`config.mk`:
```
export PLATFORM = sky130hd
export DESIGN_NAME = uart_protocol_rx
export DESIGN_NICKNAME = d
export VERILOG_FILES = /design/src/rtl/uart_protocol_rx_pkg.sv /design/src/rtl/uart_protocol_rx_crc8.sv /design/src/rtl/uart_protocol_rx.sv
export SDC_FILE = /design/constraint.sdc
export NUM_CORES = 1
export LEC_CHECK = 0
export ABC_CLOCK_PERIOD_IN_PS = 6350
export BUFFER_PORTS_ARGS = -buffer_cell sky130_fd_sc_hd__buf_2
export CORE_MARGIN = 2
export CORE_UTILIZATION = 61
export CTS_CLUSTER_DIAMETER = 120
export DETAILED_ROUTE_END_ITERATION = 16
export PLACE_DENSITY = 0.93
export SYNTH_ARGS = -nofsm -noshare
export SYNTH_HDL_FRONTEND = slang
export SYNTH_SLANG_ARGS = --single-unit
```
`constraint.sdc`:
```
create_clock -name clk_50M -period 6.35 [get_ports clk_50M]
set_clock_uncertainty 0.1 [all_clocks]
set_input_delay 0.635 -clock clk_50M [delete_from_list [all_inputs] [get_ports clk_50M]]
set_output_delay 0.635 -clock clk_50M [all_outputs]
set_load 0.05 [all_outputs]
```
`src/rtl/uart_protocol_rx_pkg.sv`:
```
// Protocol constants and helpers for the framed UART link, used by both the
// transmit and receive sides.
package uart_protocol_rx_pkg;

   localparam logic [7:0] FRAME_HEADER     = 8'h80;
   localparam logic [7:0] FRAME_TAIL       = 8'h55;
   localparam int         FRAME_DATA_BYTES = 3;
   localparam logic [7:0] CRC8_POLY        = 8'h07;

   typedef enum logic [1:0] {
      ST_IDLE,
      ST_DATA,
      ST_CRC,
      ST_TAIL
   } rx_state_e;

   // Folds one byte into a running CRC8, MSB first, no reflection.
   function automatic logic [7:0] crc8Step(input logic [7:0] crc, input logic [7:0] data);
      logic [7:0] c;
      c = crc ^ data;
      for (int i = 0; i < 8; i++) begin
         if (c[7]) c = {c[6:0], 1'b0} ^ CRC8_POLY;
         else      c = {c[6:0], 1'b0};
      end
      return c;
   endfunction

endpackage

```
`src/rtl/uart_protocol_rx_crc8.sv`:
```
// Byte-wide CRC8 accumulator; a clear takes priority over folding in a byte.
module crc8
   import uart_protocol_rx_pkg::*;
(
   input  logic       clk,
   input  logic       rst_n,
   input  logic       crc_en,
   input  logic       crc_clr,
   input  logic [7:0] data_in,
   output logic [7:0] crc_out
);

   logic [7:0] crc_q;

   always_ff @(posedge clk or negedge rst_n) begin
      if (!rst_n)       crc_q <= 8'h00;
      else if (crc_clr) crc_q <= 8'h00;
      else if (crc_en)  crc_q <= crc8Step(crc_q, data_in);
   end

   assign crc_out = crc_q;

endmodule

```
`src/rtl/uart_protocol_rx.sv`:
```
// Frame parser for 80 D1 D2 D3 CRC 55 packets arriving one byte per UART strobe,
// with an inter-byte timeout that drops partial frames.
module uart_protocol_rx
   import uart_protocol_rx_pkg::*;
#(
   parameter int TIMEOUT_CYCLES = 50000
) (
   input  logic       clk_50M,
   input  logic       rst_n,
   input  logic       uart_rx_done,
   input  logic [7:0] uart_rx_data,
   output logic [7:0] rev_data1,
   output logic [7:0] rev_data2,
   output logic [7:0] rev_data3,
   output logic       recv_done,
   output logic       crc_err,
   output logic       frame_err
);

   localparam int               CNT_W   = (TIMEOUT_CYCLES > 1) ? $clog2(TIMEOUT_CYCLES) : 1;
   localparam logic [CNT_W-1:0] TO_LAST = CNT_W'(TIMEOUT_CYCLES - 1);
   localparam int               IDX_W   = $clog2(FRAME_DATA_BYTES);
   localparam logic [IDX_W-1:0] IDX_END = IDX_W'(FRAME_DATA_BYTES - 1);

   rx_state_e        state_q, state_d;
   logic [IDX_W-1:0] idx_q, idx_d;
   logic             crcBad_q, crcBad_d;
   logic [CNT_W-1:0] cnt_q, cnt_d;
   logic [7:0]       shadow_q [FRAME_DATA_BYTES];
   logic [7:0]       shadow_d [FRAME_DATA_BYTES];
   logic [7:0]       rev_q [FRAME_DATA_BYTES];
   logic [7:0]       rev_d [FRAME_DATA_BYTES];
   logic             recvDone_q, recvDone_d;
   logic             crcErr_q, crcErr_d;
   logic             frameErr_q, frameErr_d;
   logic             crcEn, crcClr, timeout;
   logic [7:0]       crcValue;

   crc8 u_crc8 (
      .clk     (clk_50M),
      .rst_n   (rst_n),
      .crc_en  (crcEn),
      .crc_clr (crcClr),
      .data_in (uart_rx_data),
      .crc_out (crcValue)
   );

   always_ff @(posedge clk_50M or negedge rst_n) begin
      if (!rst_n) begin
         state_q    <= ST_IDLE;
         idx_q      <= '0;
         crcBad_q   <= 1'b0;
         cnt_q      <= '0;
         shadow_q   <= '{default: 8'h00};
         rev_q      <= '{default: 8'h00};
         recvDone_q <= 1'b0;
         crcErr_q   <= 1'b0;
         frameErr_q <= 1'b0;
      end else begin
         state_q    <= state_d;
         idx_q      <= idx_d;
         crcBad_q   <= crcBad_d;
         cnt_q      <= cnt_d;
         shadow_q   <= shadow_d;
         rev_q      <= rev_d;
         recvDone_q <= recvDone_d;
         crcErr_q   <= crcErr_d;
         frameErr_q <= frameErr_d;
      end
   end

   // A timeout wins over a coincident strobe; that byte is simply lost.
   always_comb begin
      state_d    = state_q;
      idx_d      = idx_q;
      crcBad_d   = crcBad_q;
      shadow_d   = shadow_q;
      rev_d      = rev_q;
      recvDone_d = 1'b0;
      crcErr_d   = 1'b0;
      frameErr_d = 1'b0;
      crcEn      = 1'b0;
      crcClr     = 1'b0;
      cnt_d      = (state_q == ST_IDLE || uart_rx_done) ? '0 : cnt_q + CNT_W'(1);
      timeout    = (state_q != ST_IDLE) && (cnt_q == TO_LAST);

      if (timeout) begin
         state_d    = ST_IDLE;
         frameErr_d = 1'b1;
         cnt_d      = '0;
      end else if (uart_rx_done) begin
         case (state_q)
            ST_IDLE: begin
               if (uart_rx_data == FRAME_HEADER) begin
                  crcClr   = 1'b1;
                  idx_d    = '0;
                  crcBad_d = 1'b0;
                  state_d  = ST_DATA;
               end
            end
            ST_DATA: begin
               shadow_d[idx_q] = uart_rx_data;
               crcEn           = 1'b1;
               if (idx_q == IDX_END) begin
                  idx_d   = '0;
                  state_d = ST_CRC;
               end else begin
                  idx_d = idx_q + IDX_W'(1);
               end
            end
            ST_CRC: begin
               if (uart_rx_data != crcValue) crcBad_d = 1'b1;
               state_d = ST_TAIL;
            end
            ST_TAIL: begin
               state_d = ST_IDLE;
               if (uart_rx_data != FRAME_TAIL) begin
                  frameErr_d = 1'b1;
               end else if (crcBad_q) begin
                  crcErr_d = 1'b1;
               end else begin
                  rev_d      = shadow_q;
                  recvDone_d = 1'b1;
               end
            end
            default: state_d = ST_IDLE;
         endcase
      end
   end

   assign rev_data1 = rev_q[0];
   assign rev_data2 = rev_q[1];
   assign rev_data3 = rev_q[2];
   assign recv_done = recvDone_q;
   assign crc_err   = crcErr_q;
   assign frame_err = frameErr_q;

endmodule

```
==> reports/metrics.yaml, run 1 <==
fin_crit_sh_pct: 44.2
clock-sinks: 80
fin_tns_setup_ns: 0
core.rowCount: 28
outcome: "finished, final reports clean"
cts-root-buf: "clkbuf_8"
power_w: 0.00154
r2r-start: "state_q[0]"
muxShareOfSynthArea_pct: 14.8
vias: 2397
p_per_area_nw_per_um2: 374
maxCapViolCount: 0
finalHoldViolations: 0
cp-endpoint: "rev_data2[4]"
clk_path_buf_depth: 2
worst_slew_pin_slew_ns: 0.966
syn_nets: 310
met2_length_um: 3420
critPathCaptureType: "flop"
syn_avg_cell_area_sq_um: 12.8
ys_seq_area_share_pct: 53.9
clock_power_share_pct: 24.0
nets: 349
ys.flop_type: "dfrtp_1"
critPathRequiredTime_ns: 6.49
synthAdderAreaFrac_pct: 2.70
fillers: 394
yosysUniqueCellTypes: 46
slowest_delay_ns: 0.61
fmax_ghz: 0.356
startpoint_type: "flop"
slowest_stage: "nor2_4"
ff2ff_setup_slack_ns: 3.54
totalWireLength_um: 7000
top_layer: "met4"
grt_pass1_wl_um: 11600
internal-power_w: 0.00105
cts_hold_buf: 0
drc: 0
p_sw_w: 0.000495
slew_headroom_pct: 35.6
dr.pass1.iters: 5
fp.dieArea_sq_um: 6730
cts_setup_buffers: 0
ys_warn_count: 0
overflow: 0
synth-simple-area-share_pct: 13.5
r2r-end: "rev_data2[4]"
swShare_pct: 32.1
ff2ff_path_depth: 7
antenna_found_initial: 0
post_drt_via_cell_ratio: 5.85
cp-startpoint: "state_q[0]"
rsz0062_at_grt: "no"
crit_fanout: 25
die-width_um: 82.0
core_area_sq_um: 5890
cts_tree: "built"
insertion_delay_ns: 0.36
path_clk_slew_ns: 0.08
io_pins: 38
first_iter_violations: 187
drt-met1-wl_um: 3090
synthToLayoutAreaGrowth_pct: 10.9
final_cell_area_sq_um: 4120
setup_viol: 0
die_y_um: 82.0
synth_top_family_by_area: "multiplexers"
routed-wl-met3_um: 357
crit_arrival_ns: 2.95
cts_buffers: 9
wire_per_inst_um: 17.1
initial_core_util_pct: 63.1
synth_compound_area_share_pct: 4.45
syn_area_sq_um: 3710
portBuffers: 37
synth-async-reset-ratio_pct: 100
path_cells: "inv_1 > ha_1 > and4b_1 > nand4_2 > nand4_1 > nor2_4 > mux2_2"
synth-xor-area-share_pct: 8.02
slew_viol_final: 0
ir_drop_mv: 0.252
grt_max_degree: 81
final_cell_mix: "dfrtp_1 (80), mux2_2 (47), buf_2 (36), xnor2_1 (25), nor2_1 (20)"
htree_levels: 3
placed_area_sq_um: 3920
synth_edf_count: 0
place.gp.congestion: 0.833
hold_path_class: "input port to async pin"
grt_pass1_vias: 2422
synth-seq-cells: 80
finalCriticalPeriod_ns: 2.81
p_seq_share_pct: 45.5
drive_gt1_share_pct: 33.7
worst-setup-path-type: "flop to flop"
grt_use_total_pct: 23.4
diodes: 0
cts_resized: 0
ant_nets: 0
pwr-share-comb_pct: 30.5
hpwl_um: 4820
synthCells: 291
p_leak_nw: 1.97
layout_commonest_cell: "dfrtp_1"
[layout make-up]
type | count | area, sq um | area share, %
Sequential cell | 80 | 2000 | 48.6
Timing Repair Buffer | 37 | 188 | 4.56
Multi-Input combinational cell | 196 | 1620 | 39.3
Inverter | 6 | 22.5 | 0.547
Tap cell | 75 | 93.8 | 2.28
Clock inverter | 6 | 67.6 | 1.64
Clock buffer | 10 | 128 | 3.10
[power by group through the flow]
stage	logic [W]	registers (W)	clock network, W
2_1_floorplan	0.000372	0.000696	0
3_3_place_gp	0.000439	0.000701	0
3_5_place_dp	0.000464	0.000712	0
4_1_cts	0.000472	0.000701	0.000376
5_1_grt	0.000517	0.000717	0.000396
6_report	0.000470	0.000701	0.000369
[state kept, by name, summed over array words and instances, names as in the netlist]
signal and count:
cnt_q 16, crcBad_q 1, crc_err 1, frame_err 1
idx_q 2, recv_done 1, rev_data1 8, rev_data2 8
rev_data3 8, shadow_q 24, state_q 2, u_crc8.crc_out 8
[worst max-delay path: cells and delay by family (launching register included)]
family	cells	cell delay, ns
fa+ha+maj	1	0.34
flops	1	0.41
buf+inv	1	0.11
mux	1	0.42
simple gates	4	1.30
[metrics by stage]
step,instances,utilization (%),setup WS (ns),hold slack (ns)
2_1_floorplan,291,-,3.95,0.239
6_report,410,70.0,3.54,0.320
3_5_place_dp,394,66.6,3.37,0.350
4_1_cts,410,70.0,3.54,0.370
3_3_place_gp,394,66.6,3.47,0.340
5_1_grt,410,70.0,3.38,0.417
[cell families after synthesis]
family,after synthesis
compound gates,23
xor+xnor,34
fa+ha+maj,8
buf+inv,15
flops,80
mux,49
simple gates,82
[metal layers]
metal  GRT usage (%)  vias up
li1                -     1107
met1            32.2     1210
met2            36.1       65
met3            4.18       15
met4            11.3        0
met5               0        -
[worst min path at each step]
stage / start / end / slack (ns) / cells past startpoint
after floorplan: rst_n / cnt_q[0] / 0.24 / 0
after global placement: cnt_q[0] / cnt_q[0] / 0.34 / 1
after detailed placement: cnt_q[0] / cnt_q[0] / 0.35 / 1
after CTS: rst_n / frame_err / 0.37 / 1
after global routing: rst_n / frame_err / 0.42 / 1
final: rst_n / cnt_q[2] / 0.32 / 1
[cell usage after synthesis, types with 2 or more instances]
master | count | area share (%)
a211o_1 | 2 | 0.47
a21oi_1 | 3 | 0.40
a22o_2 | 5 | 1.3
and3_1 | 6 | 1.0
and4_1 | 2 | 0.47
buf_2 | 2 | 0.27
buf_6 | 4 | 1.2
dfrtp_1 | 80 | 54
ha_1 | 8 | 2.7
inv_1 | 6 | 0.61
mux2_2 | 47 | 14
nand2_1 | 13 | 1.3
nand3_1 | 5 | 0.67
nand4_1 | 6 | 1.0
nor2_1 | 20 | 2.0
nor3_1 | 8 | 1.1
nor4_1 | 3 | 0.51
nor4b_4 | 2 | 1.3
nor4bb_1 | 2 | 0.54
o21ai_0 | 7 | 0.94
or3_1 | 3 | 0.51
xnor2_1 | 25 | 5.9
xor2_1 | 9 | 2.1
Note: power is estimated with default switching activity, not from simulation.
==> inputs of run 2 (changes only) <==
--- a/config.mk
+++ b/config.mk
@@ -5,13 +5,14 @@
 export SDC_FILE = /design/constraint.sdc
 export NUM_CORES = 1
 export LEC_CHECK = 0
-export ABC_CLOCK_PERIOD_IN_PS = 6350
+export ABC_AREA = 1
+export ABC_CLOCK_PERIOD_IN_PS = 2750
 export BUFFER_PORTS_ARGS = -buffer_cell sky130_fd_sc_hd__buf_2
 export CORE_MARGIN = 2
-export CORE_UTILIZATION = 61
+export CORE_UTILIZATION = 59
 export CTS_CLUSTER_DIAMETER = 120
 export DETAILED_ROUTE_END_ITERATION = 16
-export PLACE_DENSITY = 0.93
+export PLACE_DENSITY = 0.9
 export SYNTH_ARGS = -nofsm -noshare
 export SYNTH_HDL_FRONTEND = slang
 export SYNTH_SLANG_ARGS = --single-unit
==> constraint.sdc (replaced) <==
create_clock -name clk_50M -period 2.75 [get_ports clk_50M]
set_clock_uncertainty 0.1 [all_clocks]
set_input_delay 0.275 -clock clk_50M [delete_from_list [all_inputs] [get_ports clk_50M]]
set_output_delay 0.275 -clock clk_50M [all_outputs]
set_load 0.05 [all_outputs]
==> reports/metrics.yaml, run 2 <==
grt_use_total_pct: 24.2  # was 23.4%
cts_setup_buffers: 0  # unchanged
p_per_area_nw_per_um2: 844  # was 374 nW/um^2
place.gp.congestion: 0.847  # was 0.833
cts_hold_buf: 0  # unchanged
syn_avg_cell_area_sq_um: 7.73  # was 12.8 sq um
synth_commonest_cells: "nand2_1 (212), dfrtp_1 (80), nand3_1 (70), nor2_1 (42), inv_1 (38)"  # was dfrtp_1 (80), mux2_2 (47), xnor2_1 (25), nor2_1 (20), nand2_1 (13)
io_pins: 38  # unchanged
antenna_found_initial: 0  # unchanged
failed_checks: "design-rule violations, negative hold slack"
synth-async-reset-ratio_pct: 100  # unchanged
ys_seq_area_share_pct: 50.7  # was 53.9%
cts_resized: 0  # unchanged
cp-startpoint: "state_q[0]"  # unchanged
synthCells: 511  # was 291
core.rowCount: 29  # was 28
path_clk_slew_ns: 0.08  # about the same
nets: 569  # was 349
die_y_um: 85.8  # was 82.0 um
hpwl_um: 5990  # was 4820 um
worst_slew_pin_slew_ns: 0.955  # was 0.966 ns
hold_path_class: "input port to async pin"  # unchanged
power_w: 0.00371  # was 0.00154 W
synth_most_common_cell: "nand2_1"  # was dfrtp_1
ff2ff_setup_slack_ns: 0.48  # was 3.54 ns
synth-seq-cells: 80  # unchanged
slowest_stage: "inv_1"  # was nor2_4
ys.flop_type: "dfrtp_1"  # unchanged
critPathRequiredTime_ns: 2.90  # was 6.49 ns
ff2ff_path_depth: 9  # was 7
layout_commonest_cell: "nand2_1"  # was dfrtp_1
core_area_sq_um: 6420  # was 5890 sq um
ys_warn_count: 0  # unchanged
crit_arrival_ns: 2.41  # was 2.95 ns
fmax_ghz: 0.441  # was 0.356 GHz
cts_buffers: 9  # unchanged
yosys-top-cells-area: "dfrtp_1 (51%), nand2_1 (20%), nand3_1 (8.9%)"  # was dfrtp_1 (54%), mux2_2 (14%), xnor2_1 (5.9%)
path_cells: "inv_1 > ha_1 > inv_1 > nand3_1 > nand2_1 > inv_1 > nand2_1 > nand2_1 > nand2_1"  # was inv_1 > ha_1 > and4b_1 > nand4_2 > nand4_1 > nor2_4 > mux2_2
final_cell_area_sq_um: 4400  # was 4120 sq um
portBuffers: 37  # unchanged
ir_drop_mv: 0.373  # was 0.252 mV
ant_nets: 0  # unchanged
drive_gt1_share_pct: 11.4  # was 33.7%
fin_crit_sh_pct: 82.4  # was 44.2%
slew_viol_final: 0  # unchanged
dr.pass1.iters: 11  # was 5
outcome: "finished, violations left"  # was finished, final reports clean
r2r-end: "shadow_q[20]"  # was rev_data2[4]
max_flop_register: "shadow_q"  # unchanged
fin_tns_setup_ns: 0  # unchanged
clock-sinks: 80  # unchanged
setup_viol: 0  # unchanged
slowest_delay_ns: 0.42  # was 0.61 ns
hold_ws_ns: -0.0247  # was 0.320 ns
place_inst: 616  # was 394
die-width_um: 85.8  # was 82.0 um
r2r-start: "state_q[0]"  # unchanged
synthToLayoutAreaGrowth_pct: 11.4  # was 10.9%
critPathCaptureType: "flop"  # unchanged
insertion_delay_ns: 0.35  # was 0.36 ns
synth_top_area_share_pct: 50.7  # was 53.9%
cpMostUsedCell: "nand2_1"
post_drt_via_cell_ratio: 5.55  # was 5.85
diodes: 0  # unchanged
finalHoldViolations: 62  # was 0
p_leak_nw: 2.47  # was 1.97 nW
largest_reg_flops: 24  # unchanged
placed_area_sq_um: 4180  # was 3920 sq um
fin_cells: 631  # was 410
synth_edf_count: 0  # unchanged
clk_path_buf_depth: 2  # unchanged
grt_pass1_vias: 3375  # was 2422
initial_core_util_pct: 61.5  # was 63.1%
crit_fanout: 20  # was 25
vias: 3500  # was 2397
overflow: 0  # unchanged
rsz0062_at_grt: "no"  # unchanged
grt_max_degree: 81  # unchanged
first_iter_violations: 221  # was 187
cts-root-buf: "clkbuf_8"  # unchanged
htree_levels: 3  # unchanged
cts_tree: "built"  # unchanged
syn_nets: 530  # was 310
startpoint_type: "flop"  # unchanged
grt_pass1_wl_um: 14300  # was 11600 um
reg_top3: "shadow_q x24, cnt_q x16"  # unchanged
synth_area_leader_cell: "dfrtp_1"  # unchanged
fp.dieArea_sq_um: 7360  # was 6730 sq um
maxCapViolCount: 0  # unchanged
finalCriticalPeriod_ns: 2.27  # was 2.81 ns
cp-endpoint: "shadow_q[20]"  # was rev_data2[4]
final_cell_mix: "nand2_1 (212), dfrtp_1 (80), nand3_1 (70), nor2_1 (42), inv_1 (38)"  # was dfrtp_1 (80), mux2_2 (47), buf_2 (36), xnor2_1 (25), nor2_1 (20)
yosysUniqueCellTypes: 28  # was 46
wire_per_inst_um: 13.2  # was 17.1 um
drc: 5  # was 0
syn_area_sq_um: 3950  # was 3710 sq um
totalWireLength_um: 8310  # was 7000 um
worst-setup-path-type: "flop to flop"  # unchanged
slew_headroom_pct: 36.3  # was 35.6%
[run 2: cell types whose count changed after synthesis, moves of 3 or more]
| cell | change |
|---|---|
| a21oi_1 | +6 |
| a22o_2 | -5 |
| and3_1 | -6 |
| inv_1 | +32 |
| mux2_2 | -47 |
| nand2_1 | +199 |
| nand3_1 | +65 |
| nor2_1 | +22 |
| nor3_1 | -6 |
| or3_1 | -3 |
| xnor2_1 | -20 |
[run 2: worst min-delay path by stage]
stage | end | from | cells after the start | slack [ns]
finish | rev_data1[6] | rst_n | 1 | -0.02
global route | rev_data1[6] | rst_n | 1 | 0.04
CTS | rev_data1[6] | rst_n | 1 | 0.002
detailed placement | rev_data1[5] | rev_data1[5] | 2 | 0.35
global placement | cnt_q[0] | cnt_q[0] | 1 | 0.34
floorplan | cnt_q[0] | rst_n | 0 | -0.12
[run 2: critical path: cells and delay by family (launching register included)]
family | cells | cell delay [ns]
adders and majority gates | 1 | 0.24
DFF | 1 | 0.41
buffers and inverters | 3 | 0.66
and+or+nand+nor | 5 | 0.74
[run 2: report_power, final]
group | switching, W | internal, W
Sequential | 0.000176 | 0.00143
Combinational | 0.000779 | 0.000379
Clock | 0.000438 | 0.000512
[run 2: kinds of logic after synthesis]
logic type / after synthesis / synth area share, %
flip-flops: 80 / 50.7
AND/OR/NAND/NOR: 338 / 35.8
XOR/XNOR: 12 / 2.66
AO/OA/AOI/OAI: 20 / 2.60
buffers and inverters: 53 / 5.73
adder cells (fa/ha/maj): 8 / 2.53
[run 2: through the flow]
step	util [%]	setup slack, ns
after floorplan	-	1.01
after global placement	65.1	0.637
after detailed placement	65.1	0.511
after CTS	68.5	0.507
after global routing	68.5	0.213
final	68.5	0.484
[run 2: metal layers]
layer  wire length, um  global-route usage, %  up-vias
met5                 0                      0        -
met3               457                   5.97       23
li1                  -                      -     1689
met1              3450                   29.1     1652
met4               215                   11.5        0
met2              4190                   41.1      136
[run 2: layout make-up]
cell class / count / area, sq um
Inverter: 41 / 154
Clock inverter: 6 / 93.8
Multi-Input combinational cell: 378 / 1720
Timing Repair Buffer: 40 / 210
Sequential cell: 80 / 2000
Tap cell: 77 / 96.3
Fill cell: 481 / 2020
Clock buffer: 9 / 124
